## src/rtl/keypad_scan_if.sv

```systemverilog
// Key matrix bundle between the keypad scanner and the time-set logic.
// The scanner drives COL and the key results; the matrix side drives ROW.
interface keypad_scan_if;
  logic [3:0] ROW;
  logic [3:0] COL;
  logic [3:0] oKey;
  logic       oValid;
  logic       oHeld;

  modport master (input ROW, output COL, output oKey, output oValid, output oHeld);
  modport slave  (output ROW, input COL, input oKey, input oValid, input oHeld);
endinterface

```

## src/rtl/keypad_scan.sv

```systemverilog
// 4x4 active-low key matrix scanner: one-cold column drive, synchronized row sampling,
// frame classification and a press/release debounce FSM with a one-cycle valid strobe.
module keypad_scan #(
  parameter int SCAN_DIV   = 1000,
  parameter int DEB_FRAMES = 5
) (
  input  logic          CP_1MHz,
  input  logic          CR,
  keypad_scan_if.master kp
);

  localparam int DIV_W = $clog2(SCAN_DIV);
  localparam int CNT_W = $clog2(DEB_FRAMES + 1);

  typedef enum logic [1:0] {
    IDLE      = 2'd0,
    PRESS_CHK = 2'd1,
    HELD      = 2'd2,
    REL_CHK   = 2'd3
  } state_t;

  function automatic logic [4:0] popcnt16(input logic [15:0] v);
    logic [4:0] n;
    n = 5'd0;
    for (int i = 0; i < 16; i++) n = n + {4'd0, v[i]};
    return n;
  endfunction

  // Frame bit index is col*4+row; the key code swaps the fields to row*4+col.
  function automatic logic [3:0] key_code(input logic [15:0] v);
    logic [3:0] c;
    c = 4'd0;
    for (int i = 0; i < 16; i++) begin
      if (v[i]) c = {i[1:0], i[3:2]};
      else      c = c;
    end
    return c;
  endfunction

  logic [3:0]       row_meta_r, row_sync_r;
  logic [DIV_W-1:0] div_r;
  logic [1:0]       col_idx_r;
  logic [3:0]       col_r;
  logic [15:0]      frame_r;
  state_t           state_r, state_nx_s;
  logic [CNT_W-1:0] cnt_r, cnt_nx_s, cnt_inc_s;
  logic [3:0]       cand_r, cand_nx_s, key_r, key_nx_s;
  logic             valid_r, valid_nx_s, held_r, held_nx_s;
  logic             sample_s, frame_end_s, is_none_s, is_single_s;
  logic [15:0]      frame_full_s;
  logic [4:0]       nbits_s;
  logic [3:0]       code_s;

  assign sample_s    = (div_r == DIV_W'(SCAN_DIV - 1));
  assign frame_end_s = sample_s && (col_idx_r == 2'd3);
  assign nbits_s     = popcnt16(frame_full_s);
  assign code_s      = key_code(frame_full_s);
  assign is_none_s   = (nbits_s == 5'd0);
  assign is_single_s = (nbits_s == 5'd1);
  assign cnt_inc_s   = (cnt_r >= CNT_W'(DEB_FRAMES)) ? cnt_r : cnt_r + CNT_W'(1);

  // Completed frame: stored columns 0..2 plus the column 3 sample taken this cycle.
  always_comb begin
    frame_full_s         = frame_r;
    frame_full_s[15:12]  = ~row_sync_r;
  end

  // Row synchronizer, column divider/decoder and per-column frame capture.
  always_ff @(posedge CP_1MHz) begin
    if (CR) begin
      row_meta_r <= 4'd0;
      row_sync_r <= 4'd0;
      div_r      <= '0;
      col_idx_r  <= 2'd0;
      col_r      <= 4'b1110;
      frame_r    <= 16'd0;
    end else begin
      row_meta_r <= kp.ROW;
      row_sync_r <= row_meta_r;
      if (sample_s) begin
        div_r     <= '0;
        col_idx_r <= col_idx_r + 2'd1;
        col_r     <= ~(4'b0001 << (col_idx_r + 2'd1));
        if (col_idx_r == 2'd3) frame_r <= 16'd0;
        else                   frame_r[{col_idx_r, 2'b00} +: 4] <= ~row_sync_r;
      end else begin
        div_r <= div_r + DIV_W'(1);
      end
    end
  end

  // Debounce next-state logic, evaluated only on frame-end cycles.
  always_comb begin
    state_nx_s = state_r;
    cnt_nx_s   = cnt_r;
    cand_nx_s  = cand_r;
    key_nx_s   = key_r;
    held_nx_s  = held_r;
    valid_nx_s = 1'b0;
    if (frame_end_s) begin
      case (state_r)
        IDLE: begin
          if (is_single_s) begin
            cand_nx_s  = code_s;
            cnt_nx_s   = CNT_W'(1);
            state_nx_s = PRESS_CHK;
          end else begin
            state_nx_s = IDLE;
          end
        end
        PRESS_CHK: begin
          if (is_single_s && (code_s == cand_r)) begin
            cnt_nx_s = cnt_inc_s;
            if (cnt_inc_s == CNT_W'(DEB_FRAMES)) begin
              key_nx_s   = cand_r;
              valid_nx_s = 1'b1;
              held_nx_s  = 1'b1;
              state_nx_s = HELD;
            end else begin
              state_nx_s = PRESS_CHK;
            end
          end else if (is_single_s) begin
            cand_nx_s = code_s;
            cnt_nx_s  = CNT_W'(1);
          end else begin
            cnt_nx_s   = '0;
            state_nx_s = IDLE;
          end
        end
        HELD: begin
          if (is_none_s) begin
            cnt_nx_s   = CNT_W'(1);
            state_nx_s = REL_CHK;
          end else begin
            state_nx_s = HELD;
          end
        end
        REL_CHK: begin
          if (is_none_s) begin
            cnt_nx_s = cnt_inc_s;
            if (cnt_inc_s == CNT_W'(DEB_FRAMES)) begin
              held_nx_s  = 1'b0;
              state_nx_s = IDLE;
            end else begin
              state_nx_s = REL_CHK;
            end
          end else begin
            cnt_nx_s   = '0;
            state_nx_s = HELD;
          end
        end
        default: begin
          cnt_nx_s   = '0;
          held_nx_s  = 1'b0;
          state_nx_s = IDLE;
        end
      endcase
    end else begin
      valid_nx_s = 1'b0;
    end
  end

  // Debounce state and registered key outputs.
  always_ff @(posedge CP_1MHz) begin
    if (CR) begin
      state_r <= IDLE;
      cnt_r   <= '0;
      cand_r  <= 4'd0;
      key_r   <= 4'd0;
      valid_r <= 1'b0;
      held_r  <= 1'b0;
    end else begin
      state_r <= state_nx_s;
      cnt_r   <= cnt_nx_s;
      cand_r  <= cand_nx_s;
      key_r   <= key_nx_s;
      valid_r <= valid_nx_s;
      held_r  <= held_nx_s;
    end
  end

  assign kp.COL    = col_r;
  assign kp.oKey   = key_r;
  assign kp.oValid = valid_r;
  assign kp.oHeld  = held_r;

endmodule

```

## src/flat_wrapper.sv

```systemverilog
// flat-port wrapper written by rule: the top's interface ports become plain ports
module keypad_scan_flat 
#(
  parameter int SCAN_DIV   = 1000,
  parameter int DEB_FRAMES = 5
)
  (CP_1MHz, CR, kp_ROW, kp_COL, kp_oKey, kp_oValid, kp_oHeld);
  keypad_scan_if kp_i ();
  input  logic CP_1MHz;
  input  logic CR;
  input wire logic [$bits(kp_i.ROW)-1:0] kp_ROW;
  output wire logic [$bits(kp_i.COL)-1:0] kp_COL;
  output wire logic [$bits(kp_i.oKey)-1:0] kp_oKey;
  output wire logic [$bits(kp_i.oValid)-1:0] kp_oValid;
  output wire logic [$bits(kp_i.oHeld)-1:0] kp_oHeld;
  assign kp_i.ROW = kp_ROW;
  assign kp_COL = kp_i.COL;
  assign kp_oKey = kp_i.oKey;
  assign kp_oValid = kp_i.oValid;
  assign kp_oHeld = kp_i.oHeld;
  keypad_scan #(.SCAN_DIV(SCAN_DIV), .DEB_FRAMES(DEB_FRAMES)) u_core (.CP_1MHz(CP_1MHz), .CR(CR), .kp(kp_i));
endmodule
```

## config.mk

```make
export PLATFORM = sky130hd
export DESIGN_NAME = keypad_scan_flat
export DESIGN_NICKNAME = d
export VERILOG_FILES = /design/src/rtl/keypad_scan_if.sv /design/src/rtl/keypad_scan.sv /design/src/flat_wrapper.sv
export SDC_FILE = /design/constraint.sdc
export NUM_CORES = 1
export LEC_CHECK = 0
export CAP_MARGIN = 20
export CORE_MARGIN = 4
export CORE_UTILIZATION = 50
export DETAILED_ROUTE_END_ITERATION = 12
export PLACE_DENSITY = 0.7
export REMOVE_ABC_BUFFERS = 1
export SLEW_MARGIN = 20
export SYNTH_ARGS = -nofsm -noshare
export SYNTH_HDL_FRONTEND = slang
export SYNTH_SLANG_ARGS = --single-unit
```

## constraint.sdc

```tcl
create_clock -name CP_1MHz -period 12.4 [get_ports CP_1MHz]
set_clock_uncertainty 0.2 [all_clocks]
set_input_delay 1.24 -clock CP_1MHz [delete_from_list [all_inputs] [get_ports CP_1MHz]]
set_output_delay 1.24 -clock CP_1MHz [all_outputs]
set_load 0.005 [all_outputs]
```

==> results.yml, run 1 <==
outcome:
  status: "finished clean"
critical_path:
  critPathMaxStageDelay_ns: 0.69
  critPathLaunchType: "register"
  cp-end-kind: "register"
  crit_path_cell_trace: "inv_1 -> fa_1 -> fa_1 -> fa_1 -> inv_1 -> fa_1 -> fa_1 -> inv_1 -> fa_1 -> or3_1 -> nor2_1 -> nand3_1 -> or4_1 -> mux2i_1 -> nor2_1"
  cpMaxStageDelayCell: "or4_1"
  worstPathRequired_ns: 12.38
  critPathKind: "register to register"
  path_common_cell: "fa_1"
  crit_fanout: 7
  arrival_ns: 5.54
global_routing:
  antenna_found_initial: 0
  grt_overflow: 0
  grt_pass1_vias: 2202
  grt_pass1_wl_mm: 9.977
  grt_max_degree: 49
  grt_usage: 0.1680
clock_network:
  h-tree-depth: 2
  hold_buffers: 0
  tritoncts: "done"
  post_cts_buffers: 0
  cts_buffers: 5
  clockRootBuffer: "clkbuf_8"
  cts.sinks: 51
  clk_latency_ns: 0.31
  cts_resized: 0
  path_clk_slew_ns: 0.09
  clockBufferDepth: 2
route:
  final_antenna_net_count: 0
  drc_errors: 0
  routed_wl_mm: 5.739
  wl_per_cell_um: 13.60
  drt_pass1_iterations: 4
  vias: 2338
  drt_iter0_drc: 82
  viasPerCell: 5.540
synthesis:
  ys_seq_elements: 51
  synth_ff_type: "dfxtp_1"
  syn_area_um2: 2874
  syn-instance-count: 335
  synth_edf_count: 0
  synth_top_area_frac: 0.3552
  ys_seq_area_frac: 0.3552
  ys_async_sr_fraction: 0
  yosys.area.top_type: "dfxtp_1"
  synth_area_leaders: "dfxtp_1 (36%), ha_1 (7.4%), fa_1 (7.0%), nor2_1 (6.0%), nor3_1 (4.0%)"
  yosysWarnings: 0
  yosysUniqueCellTypes: 52
  synth_area_per_cell_um2: 8.579
  yosysMostFrequentCell: "dfxtp_1"
  synth_commonest_cells: "dfxtp_1 (51), nor2_1 (46), inv_1 (25)"
power_and_ir_drop:
  ir_worst_vdd_v: 0.00004810
  power_mw: 0.2843
  leakagePower_nw: 1.261
  powerDensity_nw_per_um2: 89.36
final_layout:
  num_antenna_cells: 0
  fillers: 516
  area_delta_synth_final_pct: 10.71
  drive_gt1_frac: 0.04857
  fin_nets: 382
placement:
  io_buffers: 15
  hpwl_mm: 4.163
  gp_congestion: 0.8754
timing:
  setup_viol: 0
  final.min_clock_period_ns: 5.564
  fin_crit_sh: 0.4487
  relSlewSlack: 0.4870
  whs_ns: 0.2418
  tightestPinTransition_ns: 0.7649
  drv_slew: 0
  max_freq_mhz: 179.7
  finalSetupTns_ns: 0
  hold_viol: 0
  rsz0062_at_grt: "false"
die:
  initial_core_util: 0.5187
  pin_count: 16
  coreArea_um2: 5540
  die_h_um: 83.82
  die_area_um2: 7025
  dieWidth_um: 83.82
  num_rows: 27
run:
  cap_violations: 0
hold_path:
  hold_path.class: "register to register"
## placed cells by master, fill, tap and decap left out, types with 4 or more instances in the layout
cell type,count
o211ai_1,4
nand3_1,7
xor2_1,4
nor3_1,23
fa_1,10
clkbuf_8,5
clkdlybuf4s50_1,15
nand4_1,4
mux2i_1,6
and3_1,8
a211oi_1,7
dfxtp_1,51
inv_1,25
ha_1,17
a31oi_1,4
a21oi_1,19
nand2_1,19
nor2_1,46
o21ai_0,13
xnor2_1,7
nor2b_1,12
## state kept, by name, summed over array words and instances, names as in the netlist
signal	flops
u_core.cand_r	4
u_core.cnt_r	3
u_core.col_idx_r	2
u_core.div_r	10
u_core.frame_r	12
u_core.kp.COL	4
u_core.kp.oHeld	1
u_core.kp.oKey	4
u_core.kp.oValid	1
u_core.row_meta_r	4
u_core.row_sync_r	4
u_core.state_r	2
## through the flow
step	instance area, um^2	setup WS [ns]	util	instances
finish	3182	6.836	0.5743	422
global route	3182	6.549	0.5743	422
CTS	3182	6.831	0.5743	422
detailed placement	3090	6.867	0.5578	414
global placement	3090	7.005	0.5578	414
floorplan	2835	7.159	-	325
## final timing paths
check / from / to / slack [ns] / cells past startpoint
setup reg to reg: u_core.row_sync_r[0] / u_core.kp.oKey[3] / 6.84 / 15
hold / removal: u_core.row_meta_r[3] / u_core.row_sync_r[3] / 0.24 / 1
setup / recovery: u_core.row_sync_r[0] / u_core.kp.oKey[3] / 6.84 / 15
hold reg to reg: u_core.row_meta_r[3] / u_core.row_sync_r[3] / 0.24 / 1
## routing by layer
layer | vias to the layer above | part of all wire | track usage
met1 | 1092 | 0.47 | 0.2227
li1 | 1194 | - | -
met4 | 0 | 0.013 | 0.04386
met5 | - | 0 | 0
met3 | 8 | 0.035 | 0.03356
met2 | 44 | 0.48 | 0.2791
## power by group
group / internal [mW] / switching [mW] / total [mW]
combinational: 0.00699 / 0.00995 / 0.0169
sequential: 0.166 / 0.00226 / 0.168
clock: 0.0409 / 0.0585 / 0.0994
## final cells by class
class | instances | area (um^2) | area share
clock inverter | 3 | 22.52 | 0.007078
timing repair buffer | 17 | 165.2 | 0.05191
multi-input combinational | 249 | 1720 | 0.5407
clock buffer | 5 | 68.82 | 0.02163
inverter | 25 | 93.84 | 0.02949
sequential | 51 | 1021 | 0.3209
tap | 72 | 90.09 | 0.02831
## kinds of logic (layout without fill, tap and decap cells)
group	count (synthesis)	in the layout	share of synthesized area
multiplexers	6	6	0.02090
XOR/XNOR	11	11	0.03352
buffers and inverters	35	50	0.04614
flip-flops	51	51	0.3552
AND/OR/NAND/NOR	142	142	0.2577
AO/OA/AOI/OAI	63	63	0.1428
adder cells (fa/ha/maj)	27	27	0.1437
## critical path: cells and delay by family (launching register included)
kind / cells / cell delay, ns
fa+ha+maj: 6 / 2.74
buf+inv: 3 / 0.27
flops: 1 / 0.47
mux: 1 / 0.20
simple gates: 5 / 1.55
No activity file was read; power rests on OpenSTA's default activity.
==> run 2, diff against run 1 <==
--- a/config.mk
+++ b/config.mk
@@ -9,7 +9,7 @@
 export CORE_MARGIN = 4
 export CORE_UTILIZATION = 50
 export DETAILED_ROUTE_END_ITERATION = 12
-export PLACE_DENSITY = 0.7
+export PLACE_DENSITY = 0.72
 export REMOVE_ABC_BUFFERS = 1
 export SLEW_MARGIN = 20
 export SYNTH_ARGS = -nofsm -noshare
==> constraint.sdc (replaced) <==
create_clock -name CP_1MHz -period 5.01 [get_ports CP_1MHz]
set_clock_uncertainty 0.2 [all_clocks]
set_input_delay 0.501 -clock CP_1MHz [delete_from_list [all_inputs] [get_ports CP_1MHz]]
set_output_delay 0.501 -clock CP_1MHz [all_outputs]
set_load 0.005 [all_outputs]
==> results.yml, run 2 (synthesis results as in run 1) <==
critical_path:
  worst-r2r-cell-count: 16
  r2r_end: "u_core.cnt_r[2]"
  critPathKind: "register to register"
  crit_fanout: 2
  critPathLaunchType: "register"
  worst-path-buf-inv: 3
  crit_path_cell_trace: "ha_4 -> fa_1 -> fa_1 -> fa_1 -> inv_1 -> fa_1 -> fa_2 -> inv_2 -> fa_1 -> or3_4 -> nor2_4 -> nand3_2 -> buf_4 -> o32a_1 -> a31o_1 -> a211oi_2"
  path_common_cell: "fa_1"
  cp-end-kind: "register"
  cpMaxStageDelayCell: "fa_1"
  r2r_setup_slack_ns: -0.12
  cpLargestDelayFamily: "adder cells"
  critPathMaxStageDelay_ns: 0.53
  r2r-start: "u_core.frame_r[1]"
  arrival_ns: 5.17
  worstPathRequired_ns: 5.05
timing:
  rsz0062_at_grt: "true"
  setup_viol: 10
  whs_ns: 0.2448
  tightestPinTransition_ns: 0.6767
  relSlewSlack: 0.5480
  drv_slew: 0
  fin_crit_sh: 1.024
  worst_slack_ns: -0.1221
  final.min_clock_period_ns: 5.132
  hold_viol: 0
  max_freq_mhz: 194.9
placement:
  gp_congestion: 0.8275
  io_buffers: 15
  dp_cells: 429
  hpwl_mm: 4.396
  dpl-instance-area_um2: 3203
die:
  initial_core_util: 0.5187
  dieWidth_um: 83.82
  die_area_um2: 7025
  num_rows: 27
  coreArea_um2: 5540
  pin_count: 16
  die_h_um: 83.82
outcome:
  status: "complete, but fails checks"
  violations: "setup timing"
hold_path:
  min-delay-start: "u_core.row_meta_r[3]"
  holdPathEnd: "u_core.row_sync_r[3]"
  holdPathStages: 1
  hold_path.class: "register to register"
power_and_ir_drop:
  leakagePower_nw: 1.370
  p_int_mw: 0.5874
  clkPwrFrac: 0.378
  switchingPower_mw: 0.1725
  powerDensity_nw_per_um2: 222.4
  ir_worst_vdd_v: 0.0001715
  p_sw_frac: 0.2270
  power_frac_comb: 0.076
  pwr-share-seq: 0.546
global_routing:
  grt_pass1_wl_mm: 10.30
  grt_pass1_vias: 2309
  grt_max_degree: 49
  grt_usage: 0.1759
  antenna_found_initial: 0
  grt_overflow: 0
clock_network:
  cts_buffers: 5
  hold_buffers: 0
  h-tree-depth: 2
  clk_latency_ns: 0.31
  tritoncts: "done"
  path_clk_slew_ns: 0.09
  clockBufferDepth: 2
  cts.sinks: 51
  clockRootBuffer: "clkbuf_8"
final_layout:
  layout_commonest_cell: "dfxtp_1"
  area_delta_synth_final_pct: 18.89
  layout_common_cells: "dfxtp_1 (49), nor2_1 (45), inv_1 (24), nor3_1 (21)"
  largest_register: "u_core.frame_r"
  largest_register_ff_count: 12
  top_regs: "u_core.frame_r x12, u_core.div_r x10"
  final_area_um2: 3417
  drive_gt1_frac: 0.1335
  fin_nets: 399
  num_antenna_cells: 0
  finalNonFillerCells: 439
route:
  vias: 2447
  viasPerCell: 5.574
  drc_errors: 0
  wl_per_cell_um: 13.66
  routed_wl_mm: 5.998
  final_antenna_net_count: 0
  drt_iter0_drc: 75
  drt_pass1_iterations: 5
run:
  cap_violations: 0
-- run 2: cell count changes in the layout (fill, tap and decap cells not counted), moves of 2 or more --
cell / change
a211oi_1: -2
a211oi_2: +2
buf_4: +17
dfxtp_1: -2
dfxtp_2: +2
nor3_1: -2
o21ai_0: -2
o21ai_1: +2
-- run 2: what timing repair did --
action	4_1_cts	5_1_grt
resized for setup	11	10
gates cloned	0	0
setup buffers	2	0
pin swaps	10	2
endpoints found under the setup margin	13	14
-- run 2: worst max-delay path by stage --
stage,cells past startpoint,to,from,slack (ns)
after floorplan,15,u_core.kp.oKey[0],u_core.frame_r[0],-0.23
after global placement,15,u_core.kp.oKey[0],u_core.frame_r[0],-0.16
after detailed placement,15,u_core.kp.oKey[1],u_core.frame_r[0],-0.33
after CTS,16,u_core.cnt_r[2],u_core.frame_r[1],-0.18
after global routing,16,u_core.cnt_r[2],u_core.frame_r[1],-0.28
final,16,u_core.cnt_r[2],u_core.frame_r[1],-0.12
-- run 2: cell type report --
| class | instances | area (um^2) |
|---|---|---|
| flip-flops and latches | 51 | 1023 |
| repair buffers | 34 | 292.8 |
| clock buffers | 6 | 72.57 |
| multi-input cells | 249 | 1805 |
| inverters | 25 | 93.84 |
| well taps | 72 | 90.09 |
| clock inverters | 2 | 38.79 |
| fillers | 498 | 2123 |
-- run 2: worst reg2reg max path, cell delays in order (launching register included) --
cell      delay [ns]
dfxtp_2         0.35
ha_4            0.24
fa_1            0.53
fa_1            0.43
fa_1            0.50
inv_1           0.05
fa_1            0.45
fa_2            0.36
inv_2           0.06
fa_1            0.40
or3_4           0.39
nor2_4          0.11
nand3_2         0.10
buf_4           0.16
o32a_1          0.33
a31o_1          0.20
a211oi_2        0.20
-- run 2: metal layers --
layer	global-route usage	wire length [um]	part of all wire	vias up
li1	-	-	-	1225
met1	0.2137	2584	0.43	1139
met3	0.03356	250	0.042	18
met5	0	0	0	-
met4	0.07310	152	0.025	0
met2	0.3030	3011	0.50	65
-- run 2: metrics by stage --
| step | setup WS, ns | power, mW | TNS (ns) | utilization |
|---|---|---|---|---|
| 2_1_floorplan | -0.2314 | 0.4505 | -1.078 | - |
| 3_3_place_gp | -0.1629 | 0.4727 | -0.8865 | 0.5781 |
| 3_5_place_dp | -0.3326 | 0.4742 | -2.685 | 0.5781 |
| 4_1_cts | -0.1778 | 0.7664 | -1.081 | 0.6093 |
| 5_1_grt | -0.2769 | 0.7931 | -2.743 | 0.6168 |
| 6_report | -0.1221 | 0.7598 | -0.7785 | 0.6168 |
-- run 2: power groups by stage --
stage | Clock [mW] | Combinational, mW | Sequential, mW
4_1_cts | 0.299 | 0.0528 | 0.415
6_report | 0.287 | 0.0579 | 0.415
2_1_floorplan | 0 | 0.0270 | 0.423
3_3_place_gp | 0 | 0.0486 | 0.424
3_5_place_dp | 0 | 0.0501 | 0.424
5_1_grt | 0.313 | 0.0644 | 0.416
